`config.mk`:
```
export PLATFORM = sky130hd
export DESIGN_NAME = escalonador_bombas
export DESIGN_NICKNAME = d
export VERILOG_FILES = /design/src/rtl/escalonador_bombas.sv
export SDC_FILE = /design/constraint.sdc
export NUM_CORES = 1
export LEC_CHECK = 0
export ABC_AREA = 1
export BUFFER_PORTS_ARGS = -buffer_cell sky130_fd_sc_hd__buf_2
export CAP_MARGIN = 30
export CORE_MARGIN = 1
export CORE_UTILIZATION = 35
export CTS_CLUSTER_DIAMETER = 150
export DETAILED_ROUTE_END_ITERATION = 8
export REMOVE_ABC_BUFFERS = 1
export SYNTH_ARGS = -nofsm -noshare
export SYNTH_HDL_FRONTEND = slang
export SYNTH_SLANG_ARGS = --single-unit
```
`constraint.sdc`:
```
create_clock -name clk -period 1.3 [get_ports clk]
set_input_delay 0.26 -clock clk [delete_from_list [all_inputs] [get_ports clk]]
set_output_delay 0.26 -clock clk [all_outputs]
set_load 0.005 [all_outputs]
```
`src/rtl/escalonador_bombas.sv`:
```
// escalonador_bombas: arbitrates a shared motor power feed between two tank
// pump controllers. At most one motor is enabled at a time. Ties are broken
// round-robin, every grant has a minimum on-time, a running motor yields to a
// waiting pump after a maximum on-time, a dead time separates grants, and
// alarms latch a fault until the operator acknowledges it.
//
// Optional feature: define ESCALONADOR_WATCHDOG_EN to add a run-length
// watchdog (parameter T_LIMITE). It forces a fault when a motor stays on for
// T_LIMITE cycles, which catches a stuck full-tank sensor.
//
// Ports:
//   clk        system clock, rising edge
//   rst_n      asynchronous active-low reset
//   pedido_b1  motor request from pump 1 controller
//   pedido_b2  motor request from pump 2 controller
//   alarme_b1  sensor-fault alarm from pump 1 controller
//   alarme_b2  sensor-fault alarm from pump 2 controller
//   reconhece  operator fault acknowledge (level)
//   m1_en      motor 1 enable (registered)
//   m2_en      motor 2 enable (registered)
//   falha      latched fault indicator (registered)
//   estado     current state code, debug (registered)
module escalonador_bombas #(
    parameter int unsigned CNT_W        = 8,
    parameter int unsigned T_MIN_LIGADO = 8,
    parameter int unsigned T_MAX_LIGADO = 64,
    parameter int unsigned T_PAUSA      = 4
`ifdef ESCALONADOR_WATCHDOG_EN
    ,
    parameter int unsigned T_LIMITE     = 200
`endif
) (
    input  logic       clk,
    input  logic       rst_n,
    input  logic       pedido_b1,
    input  logic       pedido_b2,
    input  logic       alarme_b1,
    input  logic       alarme_b2,
    input  logic       reconhece,
    output logic       m1_en,
    output logic       m2_en,
    output logic       falha,
    output logic [2:0] estado
);

    typedef enum logic [2:0] {
        OCIOSO    = 3'd0,
        LIGADA_B1 = 3'd1,
        LIGADA_B2 = 3'd2,
        PAUSA     = 3'd3,
        FALHA     = 3'd4
    } estado_t;

    estado_t          st, st_nx;
    logic [CNT_W-1:0] cnt, cnt_nx, cnt_sat;
    // ultimo=1: pump 1 wins the next tie (reset value); ultimo=0: pump 2 wins.
    logic             ultimo, ultimo_nx;
    logic             alarme, own, other;

`ifdef ESCALONADOR_WATCHDOG_EN
    localparam int unsigned WD_W = (T_LIMITE > 2) ? $clog2(T_LIMITE) : 1;
    logic [WD_W-1:0] wd, wd_nx;
`endif

    // State, counters and registered outputs.
    always_ff @(posedge clk or negedge rst_n) begin
        if (!rst_n) begin
            st     <= OCIOSO;
            cnt    <= '0;
            ultimo <= 1'b1;
            m1_en  <= 1'b0;
            m2_en  <= 1'b0;
            falha  <= 1'b0;
`ifdef ESCALONADOR_WATCHDOG_EN
            wd     <= '0;
`endif
        end else begin
            st     <= st_nx;
            cnt    <= cnt_nx;
            ultimo <= ultimo_nx;
            m1_en  <= (st_nx == LIGADA_B1);
            m2_en  <= (st_nx == LIGADA_B2);
            falha  <= (st_nx == FALHA);
`ifdef ESCALONADOR_WATCHDOG_EN
            wd     <= wd_nx;
`endif
        end
    end

    assign estado = st;

    // Next-state and counter logic; alarms override every other transition.
    always_comb begin
        st_nx     = st;
        cnt_nx    = cnt;
        ultimo_nx = ultimo;
`ifdef ESCALONADOR_WATCHDOG_EN
        wd_nx     = wd;
`endif
        alarme  = alarme_b1 | alarme_b2;
        own     = (st == LIGADA_B1) ? pedido_b1 : pedido_b2;
        other   = (st == LIGADA_B1) ? pedido_b2 : pedido_b1;
        cnt_sat = (cnt == '1) ? cnt : cnt + CNT_W'(1);

        case (st)
            OCIOSO: begin
                if (alarme) begin
                    st_nx  = FALHA;
                    cnt_nx = '0;
                end else if (pedido_b1 && (!pedido_b2 || ultimo)) begin
                    st_nx     = LIGADA_B1;
                    cnt_nx    = '0;
                    ultimo_nx = 1'b0;
`ifdef ESCALONADOR_WATCHDOG_EN
                    wd_nx     = '0;
`endif
                end else if (pedido_b2) begin
                    st_nx     = LIGADA_B2;
                    cnt_nx    = '0;
                    ultimo_nx = 1'b1;
`ifdef ESCALONADOR_WATCHDOG_EN
                    wd_nx     = '0;
`endif
                end
            end
            LIGADA_B1, LIGADA_B2: begin
                if (alarme) begin
                    st_nx  = FALHA;
                    cnt_nx = '0;
                end
`ifdef ESCALONADOR_WATCHDOG_EN
                else if (wd == WD_W'(T_LIMITE - 1)) begin
                    st_nx  = FALHA;
                    cnt_nx = '0;
                end
`endif
                else if (!own && (cnt >= CNT_W'(T_MIN_LIGADO - 1))) begin
                    st_nx  = PAUSA;
                    cnt_nx = '0;
                end else if (own && other && (cnt >= CNT_W'(T_MAX_LIGADO - 1))) begin
                    st_nx  = PAUSA;
                    cnt_nx = '0;
`ifdef ESCALONADOR_WATCHDOG_EN
                    wd_nx  = '0;
`endif
                end else begin
                    cnt_nx = cnt_sat;
`ifdef ESCALONADOR_WATCHDOG_EN
                    wd_nx  = wd + WD_W'(1);
`endif
                end
            end
            PAUSA: begin
                if (alarme) begin
                    st_nx  = FALHA;
                    cnt_nx = '0;
                end else if (cnt == CNT_W'(T_PAUSA - 1)) begin
                    st_nx  = OCIOSO;
                    cnt_nx = '0;
                end else begin
                    cnt_nx = cnt_sat;
                end
            end
            FALHA: begin
                // Acknowledge only counts once both alarms have cleared.
                if (reconhece && !alarme) begin
                    st_nx  = PAUSA;
                    cnt_nx = '0;
                end
            end
            default: begin
                st_nx  = FALHA;
                cnt_nx = '0;
            end
        endcase
    end

endmodule
```
Word-level counts from Yosys, hierarchy flattened. Cells that the tools add are included.

Add/sub/neg operators: 1. Order comparisons: 2. Eq/ne operators: 11. Multiplexer cells: 25. Bitwise logic cells: 2. Reductions and logical operators: 14.

Operators by type and width (number): 8-bit 2-to-1 mux (10); 8-bit one-hot mux with 4 select lines (1); 3-bit 2-to-1 mux (9); 3-bit one-hot mux with 4 select lines (1); 3-bit by 2-bit equality test with 1-bit output (second input constant) (3); 8-bit by 1-bit adder with 8-bit output (second input constant) (1); 8-bit by 2-bit equality test with 1-bit output (second input constant) (1); 8-bit equality test (second input constant) (1); 8-bit by 3-bit greater-or-equal comparator with 1-bit output (second input constant) (1); 8-bit by 6-bit greater-or-equal comparator with 1-bit output (second input constant) (1); 3-bit by 1-bit equality test with 1-bit output (second input constant) (2); 3-bit equality test (second input constant) (2); 1-bit logical AND (5); 1-bit 2-to-1 mux (4); 4-bit != test (second input constant) (1); 1-bit logical NOT (3); 3-bit logical NOT (1); 3-bit AND reduction (1); 2-bit != test (second input constant) (1); 2-bit AND reduction (1); 2-bit nonzero test (1); 2-bit OR reduction (1); 1-bit logical OR (1); 1-bit NOT (1); 1-bit bitwise OR (1).

Flip-flop bits (word level): 15. Input bits: 7. Output and inout bits: 6. Logic and storage cells: 61.

Longest topological paths before layout. Gate-level depths: netlist of run 1.

Depth in word-level cells: 9. Depth in mapped cells: 11. Depth with buffers taken out: 11.

Least setup slack after synthesis of run 1. OpenSTA, ideal clock, no wires.

Kind: reg2reg. Start: register cnt[0]. End: register cnt[3]. Setup time: 0.077 ns. Arrival time: 1.291 ns. Data required time: 1.223 ns. Path slack: -0.069 ns. Cell stages (with the launch flop): 9. Path buffers: 0. Period minus slack after synthesis: 1.369 ns. Path through: dfrtp_1 ha_1 nand2_1 nand4_1 nand2_2 nand2_1 nand2_2 nand3_2 a21oi_1.

Cells in the longest elaborated chain, start to end: 6. Elaborated cells on any way between the ends: 14. Classes of those cells: add/sub: 1; order compare: 2; eq/ne: 2; mux: 7; reduce/logical: 2.

Ends and longest elaborated chain: from (decl) (RTL line 55) `logic [CNT_W-1:0] cnt, cnt_nx, cnt_sat;`; from (signal assigned) (RTL line 79) `cnt <= cnt_nx;`; 8-bit by 1-bit adder with 8-bit output (tied with other cells) (RTL line 103) `cnt_sat = (cnt == '1) ? cnt : cnt + CNT_W'(1);`; 8-bit 2-to-1 mux or 1-bit logical AND (tied branches) (RTL line 103, 140); 8-bit 2-to-1 mux (RTL line 140) `end else if (own && other && (cnt >= CNT_W'(T_MAX_LIGADO - 1))) begin`; 8-bit 2-to-1 mux (RTL line 137) `else if (!own && (cnt >= CNT_W'(T_MIN_LIGADO - 1))) begin`; 8-bit 2-to-1 mux (RTL line 127) `if (alarme) begin`; 8-bit one-hot mux with 4 select lines (*) (RTL line 105) `case (st)`.

Mark *: on every way between the ends. The rest lies on a longest branch, timed or not. A chain may end at the register's enable or synchronous reset.

Final worst setup path of run 1.
Start: register cnt[0]. End: register cnt[5].

Same word-level chain as after synthesis.

==> summary.md, run 1 <==
| Metric | Value |
|---|---|
| Outcome | finished with violations |
| Failing checks | setup timing |
| Die width | ~55 µm |
| Maximum vdd drop | 0.706 mV |
| Finished Layout Cells | between 200 and 250 |
| HP Start | alarme_b1 |
| Final net count | about 190 |
| Vias | roughly 1k |
| Largest net degree at the start of global routing | 16 |
| Kind of cell adding the most delay to the critical path | simple AND/OR/NAND/NOR gates |
| Fin util | 0.578 |
| H-tree lvl count | 1 |
| Hold Worst Slack | ~0.3 ns |
| Clk slew on worst S/H paths | ~0.1 ns |
| RePlAce Congestion | roughly 0.86 |
| Initial antenna violation count | 0 |
| DRT iter0 DRCs | 14 |
| I/O pins | 13 |
| Row count | 18 |
| Leak | roughly 0.73 nW |
| Crit. End Element | flop |
| Drt via density | 4.88 |
| Drt drc | 0 |
| Worst min-delay path class | in2reg |
| CTS tree | done |
| R2R Path Start | cnt[0]$_DFFE_PN0P_ |
| Seq/Total Area, Yosys | 0.386 |
| Grt ovf | 0 |
| RR Endpoint | cnt[5]$_DFFE_PN0P_ |
| Post-synth top flop | dfrtp_1 |
| Crit path buf inv count | 2 |
| Post-synth EDFFs | 0 |
| RSZ-0062 raised after global routing | true |
| Slowest CP cell | dfrtp_1 |
| Fin crit period | ~1.5 ns |
| Port Buf Inserts | 12 |
| Switching Share | 0.328 |
| Seq pwr share | 0.444 |
| Tightest Pin Transition | roughly 0.38 ns |
| Worst slew margin | 0.747 |
| Maximum clock insertion buffer count | 2 |
| Avg Inst Size Synth | between 7 and 8 µm² |
| Ys async rst share | 1.00 |
| Critical Path Fanout Max | 6 |
| Routed WL | 2560 µm |
| Yosys cell types | 25 |
| Die Ht | 54.8 µm |
| DP Worst Slack | -0.257 ns |
| Clock latency on the worst-skew pair | just under 0.3 ns |
| Comb power frac | 0.328 |
| Ant diodes | 0 |
| Setup TNS | -1.39 ns |
| Finish-stage setup viols | 12 |
| Max-cap violations | 0 |
| Hold EP | falha$_DFF_PN0_ |
| Cell count after synthesis | 135 |
| WS Path Type | reg2reg |
| Synth top cells by count | nand2_1, inv_1, dfrtp_1, nor2_1, nand3_1 |
| Max incr delay on CP | ~0.42 ns |
| Final Skew | 0.00179 ns |
| Synthesized area | ~980 µm² |
| Core footprint | around 2500 µm² |
| Max Freq | approximately 680 MHz |
| Hpwl dp | roughly 1800 µm |
| Cell count after placement | 200 |
| Power share of the clock group | 0.228 |
| DR pass1 iterations | 4 |
| Root buffer cell | clkbuf_4 |
| CP most frequent cell | nand2_2 |
| Largest cells by area after synthesis | dfrtp_1, nand2_1, inv_1, nand3_1, nor2_1 |
| CP Cell Sequence | ha_4 -> inv_2 -> nor3_2 -> nand3_1 -> nand2_2 -> nand2_4 -> nand3_4 -> nand2_2 -> nand2_2 -> inv_2 |
| PD cells | around 860 nW/µm² |
| Crit share post-route | 1.12 |
| Area delta synth->final | 50.8% |
| Synth top area share | 0.359 |
| First-pass GRT wire length | slightly below 4000 µm |
| Int Pwr | approximately 0.00085 W |
| GRT Resource Usage Total | 0.195 |
| Count leader, synth | nand2_1 |
| R2R Setup Slk | -0.16 ns |
| Die area | about 3000 µm² |
| Layout cells sized above 1 | 0.520 |
| Net load switching power | between 0.0004 and 0.0005 W |
| Final hold viol count | 0 |
| Worst R2R Path Depth | 10 |
| CTS buffer count | 3 |
| Worst Hold Path Cells | 3 |
| Final ANT Viol Nets | 0 |
| Crit path DAT | roughly 1.7 ns |
| Initial core utilization | 0.383 |
| Max Slew Vio Count | 0 |
| Required time of the critical path | roughly 1.5 ns |
| Slack of the critical path | -0.162 ns |
| WL/cell | about 12 µm |
| CTS sink count | 15 |
| Register bit total from synthesis | 15 |
| Critical path depth in cells | 10 |
| Yosys top cell by area | dfrtp_1 |
| Vias in the first global route | a little under 1k |
| Startpoint Class | flop |
| Synth warn | 0 |
layer usage:
layer	vias up	track usage	wire length, µm
met4	0	0.0897	53
met2	16	0.335	1230
li1	524	-	-
met3	7	0.0333	85
met5	-	0	0
met1	472	0.232	1190
final cells by class:
cell class / count / area [µm²]
inverters: 22 / 87.6
flip-flops and latches: 15 / 378
fillers: 228 / 1070
clock buffers: 4 / 26.3
multi-input cells: 98 / 658
well taps: 30 / 37.5
repair buffers: 40 / 284
registers in the layout (all words and copies together), names as in the netlist:
name	count
ultimo	1
m2_en	1
m1_en	1
cnt	8
falha	1
estado	3
cells in the final DEF (no fill, tap or decap), types with 3 or more instances in the layout:
master,n
o21ai_1,4
nand3_1,6
buf_4,24
dfrtp_1,13
buf_2,12
nand2_1,18
nand2_2,12
nor2_1,10
clkbuf_4,3
nor3_2,3
nand4_1,4
nor2_2,5
nand2_4,4
buf_6,3
a21oi_1,6
inv_1,16
inv_2,5
a21oi_2,4
o21ai_0,4
nand3_2,7
worst min-delay path, delay by kind of cell:
kind                   cells  cell delay, ns
AOI/OAI and AO/OA          1            0.15
buffers and inverters      1            0.10
and+or+nand+nor            1            0.05
stage by stage:
stage	cell area, µm²	total power, W
2_1_floorplan	976	0.000717
3_3_place_gp	1250	0.000857
3_5_place_dp	1250	0.000873
4_1_cts	1350	0.00122
5_1_grt	1470	0.00134
6_report	1470	0.00127
logic make-up after synthesis:
kind of cell	Yosys count	synth area share
buffers and inverters	22	0.0897
flip-flops	15	0.386
AO/OA/AOI/OAI	20	0.109
XOR/XNOR	2	0.0180
adder cells (fa/ha/maj)	1	0.0128
AND/OR/NAND/NOR	75	0.385
how the worst max path moves through the flow:
stage	start	end	slack [ns]
6_report	cnt[0]$_DFFE_PN0P_	cnt[5]$_DFFE_PN0P_	-0.16
2_1_floorplan	cnt[0]$_DFFE_PN0P_	cnt[3]$_DFFE_PN0P_	-0.07
4_1_cts	cnt[1]$_DFFE_PN0P_	cnt[5]$_DFFE_PN0P_	-0.13
3_5_place_dp	cnt[1]$_DFFE_PN0P_	cnt[5]$_DFFE_PN0P_	-0.26
3_3_place_gp	cnt[0]$_DFFE_PN0P_	cnt[5]$_DFFE_PN0P_	-0.21
5_1_grt	estado[0]$_DFF_PN0_	cnt[5]$_DFFE_PN0P_	-0.27
repair_timing:
item                       CTS  global route
hold buffers                 1             0
gates resized for setup     13            33
pin swaps                   10            20
setup buffers                2             2
setup endpoints to repair   13            14
hold endpoints to repair    14             0
power by group through the flow:
stage | registers (W) | clock network, W | logic [W]
floorplan | 0.000559 | 0 | 0.000159
global placement | 0.000551 | 0 | 0.000306
detailed placement | 0.000555 | 0 | 0.000318
CTS | 0.000555 | 0.000292 | 0.000370
global route | 0.000569 | 0.000311 | 0.000457
finish | 0.000563 | 0.000289 | 0.000415
(Power assumes the default switching activity.)
==> run 2, diff against run 1 <==
--- a/config.mk
+++ b/config.mk
@@ -8,7 +8,6 @@
 export ABC_AREA = 1
 export BUFFER_PORTS_ARGS = -buffer_cell sky130_fd_sc_hd__buf_2
 export CAP_MARGIN = 30
-export CORE_MARGIN = 1
 export CORE_UTILIZATION = 35
 export CTS_CLUSTER_DIAMETER = 150
 export DETAILED_ROUTE_END_ITERATION = 8
==> constraint.sdc (replaced) <==
create_clock -name clk -period 1.65 [get_ports clk]
set_input_delay 0.33 -clock clk [delete_from_list [all_inputs] [get_ports clk]]
set_output_delay 0.33 -clock clk [all_outputs]
set_load 0.005 [all_outputs]
==> summary.md, run 2 (same netlist as run 1, synthesis figures left out) <==
| Metric | Value |
|---|---|
| Max Slew Vio Count | 0 |
| Final ANT Viol Nets | 0 |
| Fin crit period | approximately 1.5 ns |
| WL/cell | around 12 µm |
| Total power | between 0.0008 and 0.0009 W |
| I/O pins | 13 |
| Fin util | 0.447 |
| Required time of the critical path | about 1.9 ns |
| Die area | around 3000 µm² |
| Setup TNS | 0 ns |
| Max FFs per register | 8 |
| Vias in the first global route | around 830 |
| RSZ-0062 raised after global routing | true |
| Vias | 949 |
| Drt via density | 5.16 |
| H-tree lvl count | 1 |
| Initial antenna violation count | 0 |
| RePlAce Congestion | approximately 0.9 |
| Power share of the clock group | 0.254 |
| CTS sink count | 15 |
| Crit share post-route | 0.922 |
| First-pass GRT wire length | roughly 3600 µm |
| Outcome | complete, no violations |
| Final hold viol count | 0 |
| Final Skew | roughly 0.0026 ns |
| Die width | ~55 µm |
| Int Pwr | approximately 0.00058 W |
| Leak | between 0.5 and 0.6 nW |
| Maximum clock insertion buffer count | 2 |
| DRT iter0 DRCs | 18 |
| Footprint of the multi-input gates | ~520 µm² |
| Finish-stage setup viols | 0 |
| GRT Resource Usage Total | 0.173 |
| Switching Share | 0.324 |
| Fillcell total | about 280 |
| CTS tree | done |
| Startpoint Class | flop |
| Clock latency on the worst-skew pair | ~0.29 ns |
| Tightest Pin Transition | ~0.36 ns |
| Most common cell after layout, fill and taps aside | nand2_1 |
| Routed WL | about 2200 µm |
| Largest net degree at the start of global routing | 16 |
| Initial core utilization | 0.383 |
| Crit path DAT | about 1.7 ns |
| Register Area | 377 µm² |
| Worst min-delay path class | in2reg |
| Most frequent cells in the layout | nand2_1, inv_1, nor2_1, dfrtp_1 |
| Drt drc | 0 |
| Port Buf Inserts | 12 |
| Largest register by flop count | cnt |
| Layout cells sized above 1 | 0.234 |
| CTS buffer count | 3 |
| Grt ovf | 0 |
| PD cells | approximately 760 nW/µm² |
| Maximum vdd drop | 0.527 mV |
| Clk slew on worst S/H paths | approximately 0.1 ns |
| Ant diodes | 0 |
| Crit. End Element | flop |
| Max-cap violations | 0 |
| Hpwl dp | between 1500 and 2000 µm |
| Worst slew margin | 0.763 |
| Seq pwr share | 0.506 |
| WS Path Type | reg2reg |
| Final net count | about 160 |
| Row count | 18 |
| Core footprint | about 2500 µm² |
| Finished Layout Cells | between 150 and 200 |
| Critical Path Fanout Max | 6 |
| DR pass1 iterations | 4 |
| Max Freq | about 660 MHz |
| Net load switching power | roughly 0.00028 W |
| Cell count after placement | approximately 180 |
| Area delta synth->final | 16.5% |
| Die Ht | roughly 55 µm |
| Hold Worst Slack | around 0.37 ns |
| Comb power frac | 0.240 |
| Root buffer cell | clkbuf_4 |
==> run 2: changes by cell type in the layout (fill, tap and decap cells not counted), sizes merged <==
cell,before,now
clkinv,0,1
clkbuf,4,3
buf,39,14
==> run 2: final timing paths <==
path	start	cells past startpoint	end	slack, ns
max	cnt[1]$_DFFE_PN0P_	10	cnt[5]$_DFFE_PN0P_	0.13
min reg2reg	ultimo$_DFFE_PN1P_	2	ultimo$_DFFE_PN1P_	0.52
max in group asynchronous	rst_n	2	ultimo$_DFFE_PN1P_	0.87
min	alarme_b1	3	falha$_DFF_PN0_	0.37
min in group asynchronous	rst_n	2	m2_en$_DFF_PN0_	0.48
max reg2reg	cnt[1]$_DFFE_PN0P_	10	cnt[5]$_DFFE_PN0P_	0.13
==> run 2: worst max-delay path, cell delays in order (launching register included) <==
cell	delay, ns
dfrtp_1	0.39
ha_2	0.21
inv_1	0.04
nor3_1	0.13
nand3_1	0.11
nand2_1	0.11
nand2_1	0.11
nand3_2	0.15
nand2_1	0.07
nand2_1	0.07
inv_1	0.03
==> run 2: repair_timing <==
action / CTS / global route
hold endpoints to repair: 14 / 0
endpoints found under the setup margin: 0 / 9
setup buffers: 0 / 1
gates resized for setup: 0 / 3
hold buffers: 1 / 0
==> run 2: cell type report <==
type                            count  area share
Multi-Input combinational cell     98       0.460
Sequential cell                    15       0.331
Inverter                           22      0.0770
Timing Repair Buffer               15      0.0748
Tap cell                           30      0.0330
Clock buffer                        3      0.0198
Clock inverter                      1     0.00440
==> run 2: power by group through the flow <==
stage,Clock (W),Combinational (W),Sequential (W)
after floorplan,0,0.000125,0.000440
after global placement,0,0.000177,0.000442
after detailed placement,0,0.000180,0.000444
after CTS,0.000228,0.000186,0.000439
after global routing,0.000245,0.000239,0.000441
final,0.000220,0.000207,0.000437
==> run 2: layer usage <==
| layer | vias to the layer above | share of wire | global-route usage |
|---|---|---|---|
| met3 | 2 | 0.054 | 0.0500 |
| met5 | - | 0 | 0 |
| met2 | 31 | 0.46 | 0.281 |
| met4 | 0 | 0.0068 | 0.0385 |
| met1 | 439 | 0.48 | 0.225 |
| li1 | 477 | - | - |
==> run 2: stage by stage <==
| step | setup slack (ns) | instance area [µm²] |
|---|---|---|
| global placement | 0.141 | 1080 |
| global route | -0.0357 | 1140 |
| CTS | 0.0764 | 1120 |
| floorplan | 0.281 | 976 |
| finish | 0.128 | 1140 |
| detailed placement | 0.111 | 1080 |
==> run 3, diff against run 2 <==
--- a/config.mk
+++ b/config.mk
@@ -8,6 +8,7 @@
 export ABC_AREA = 1
 export BUFFER_PORTS_ARGS = -buffer_cell sky130_fd_sc_hd__buf_2
 export CAP_MARGIN = 30
+export CORE_ASPECT_RATIO = 0.6
 export CORE_UTILIZATION = 35
 export CTS_CLUSTER_DIAMETER = 150
 export DETAILED_ROUTE_END_ITERATION = 8
==> summary.md, run 3 (same netlist as run 1, synthesis figures left out) <==
| Metric | Value |
|---|---|
| Outcome | complete, no violations |
| DP Worst Slack | around 0.087 ns |
| PD cells | ~800 nW/µm² |
| DRT iter0 DRCs | between 50 and 60 |
| Initial core utilization | 0.379 |
| Row count | 14 |
| Worst R2R Path Depth | 10 |
| Max FFs per register | 8 |
| Vias | slightly above 900 |
| Fillcell total | 268 |
| Clock latency on the worst-skew pair | approximately 0.25 ns |
| HP Start | alarme_b1 |
| CP Cell Sequence | ha_4 -> inv_1 -> nor3_2 -> nand3_1 -> nand2_2 -> nand2_1 -> nand3_4 -> nand2_1 -> nand2_1 -> inv_1 |
| Worst Hold Path Cells | 3 |
| Initial antenna violation count | 0 |
| Crit path DAT | between 1.5 and 2 ns |
| Final ANT Viol Nets | 0 |
| Most common cell after layout, fill and taps aside | nand2_1 |
| Hold EP | estado[2]$_DFF_PN0_ |
| Hold Worst Slack | about 0.41 ns |
| RePlAce Congestion | roughly 0.92 |
| Largest register by flop count | cnt |
| Slowest CP cell | dfrtp_1 |
| Layout cells sized above 1 | 0.248 |
| Cell count after placement | 180 |
| Ant diodes | 0 |
| Die area | approximately 3000 µm² |
| Die Ht | between 40 and 50 µm |
| Crit share post-route | 0.919 |
| Grt ovf | 0 |
| CTS sink count | 15 |
| Largest net degree at the start of global routing | 16 |
| RR Endpoint | cnt[5]$_DFFE_PN0P_ |
| R2R Path Start | cnt[0]$_DFFE_PN0P_ |
| Finished Layout Cells | around 190 |
| R2R Setup Slk | roughly 0.13 ns |
| Clk slew on worst S/H paths | around 0.06 ns |
| H-tree lvl count | 1 |
| Vias in the first global route | 753 |
| Fin crit period | around 1.5 ns |
| Leak | between 0.5 and 0.6 nW |
| Max Slew Vio Count | 0 |
| Tightest Pin Transition | about 0.34 ns |
| Final net count | 162 |
| Max incr delay on CP | between 0.4 and 0.5 ns |
| Port Buf Inserts | 12 |
| Worst slew margin | 0.775 |
| GRT Resource Usage Total | 0.162 |
| Finish-stage setup viols | 0 |
| Crit. End Element | flop |
| Maximum vdd drop | around 0.57 mV |
| First-pass GRT wire length | ~3700 µm |
| Max Freq | around 660 MHz |
| Crit path buf inv count | 2 |
| Slack of the critical path | around 0.13 ns |
| I/O pins | 13 |
| Worst min-delay path class | in2reg |
| Most frequent cells in the layout | nand2_1, inv_1, nor2_1, dfrtp_1 |
| Area delta synth->final | 20.8% |
| Drt drc | 0 |
| CTS tree | done |
| WS Path Type | reg2reg |
| Maximum clock insertion buffer count | 2 |
| Kind of cell adding the most delay to the critical path | simple AND/OR/NAND/NOR gates |
| CP most frequent cell | nand2_1 |
| Drt via density | 5.04 |
| Startpoint Class | flop |
| CTS buffer count | 3 |
| Hpwl dp | 1740 µm |
| Root buffer cell | clkbuf_8 |
| WL/cell | between 10 and 15 µm |
| Core footprint | 2570 µm² |
| Final hold viol count | 0 |
| Critical Path Fanout Max | 6 |
| Die width | ~70 µm |
| Max-cap violations | 0 |
| Required time of the critical path | between 1.5 and 2 ns |
| # Post-CTS Setup Buffers | 0 |
| DR pass1 iterations | 4 |
| Final Skew | approximately 0.0044 ns |
| Routed WL | 2260 µm |
## run 3: changes by cell type in the layout (fill, tap and decap cells not counted), sizes merged
cell  before  now
buf       14   13
## run 3: worst max-delay path by stage
stage | start | to | slack [ns] | cells after the start
after global placement | cnt[0]$_DFFE_PN0P_ | cnt[5]$_DFFE_PN0P_ | 0.12 | 10
after CTS | cnt[0]$_DFFE_PN0P_ | cnt[5]$_DFFE_PN0P_ | 0.06 | 10
after global routing | cnt[1]$_DFFE_PN0P_ | cnt[5]$_DFFE_PN0P_ | -0.03 | 10
after floorplan | cnt[0]$_DFFE_PN0P_ | cnt[3]$_DFFE_PN0P_ | 0.28 | 8
after detailed placement | cnt[0]$_DFFE_PN0P_ | cnt[5]$_DFFE_PN0P_ | 0.09 | 10
final | cnt[0]$_DFFE_PN0P_ | cnt[5]$_DFFE_PN0P_ | 0.13 | 10
## run 3: worst reg2reg max path, cell delays in order (launching register included)
cell and delay [ns]:
dfrtp_1 0.42, ha_4 0.17, inv_1 0.05, nor3_2 0.10
nand3_1 0.13, nand2_2 0.10, nand2_1 0.12, nand3_4 0.16
nand2_1 0.06, nand2_1 0.06, inv_1 0.04
## run 3: metal layers
metal	wire [µm]	vias to the layer above	global-route usage
li1	-	475	-
met1	1250	424	0.258
met2	859	32	0.200
met3	131	2	0.0570
met4	15	0	0.0360
met5	0	-	0
## run 3: what timing repair did
action,CTS,global route
endpoints found under the setup margin,0,11
hold buffers,1,0
gates resized for setup,0,8
hold endpoints to repair,14,0
## run 3: layout make-up
type / count / area (µm²) / share of cell area
multi-input cells: 98 / 551 / 0.467
flip-flops and latches: 15 / 377 / 0.320
inverters: 22 / 87.6 / 0.0743
repair buffers: 14 / 77.6 / 0.0658
clock buffers: 3 / 41.3 / 0.0350
well taps: 32 / 40.0 / 0.0340
clock inverters: 1 / 5.00 / 0.00425
## run 3: report_power, final
| group | internal [W] | total, W | switching, W |
|---|---|---|---|
| clock | 0.000167 | 0.000303 | 0.000135 |
| sequential | 0.000410 | 0.000447 | 0.0000374 |
| combinational | 0.0000800 | 0.000198 | 0.000118 |
## run 3: stage by stage
stage / power, W / setup TNS [ns] / area [µm²] / utilization
after floorplan: 0.000565 / 0 / 976 / -
after global placement: 0.000617 / 0 / 1080 / 0.421
after detailed placement: 0.000623 / 0 / 1080 / 0.421
after CTS: 0.000926 / 0 / 1140 / 0.443
after global routing: 0.00101 / -0.0328 / 1180 / 0.458
final: 0.000947 / 0 / 1180 / 0.458
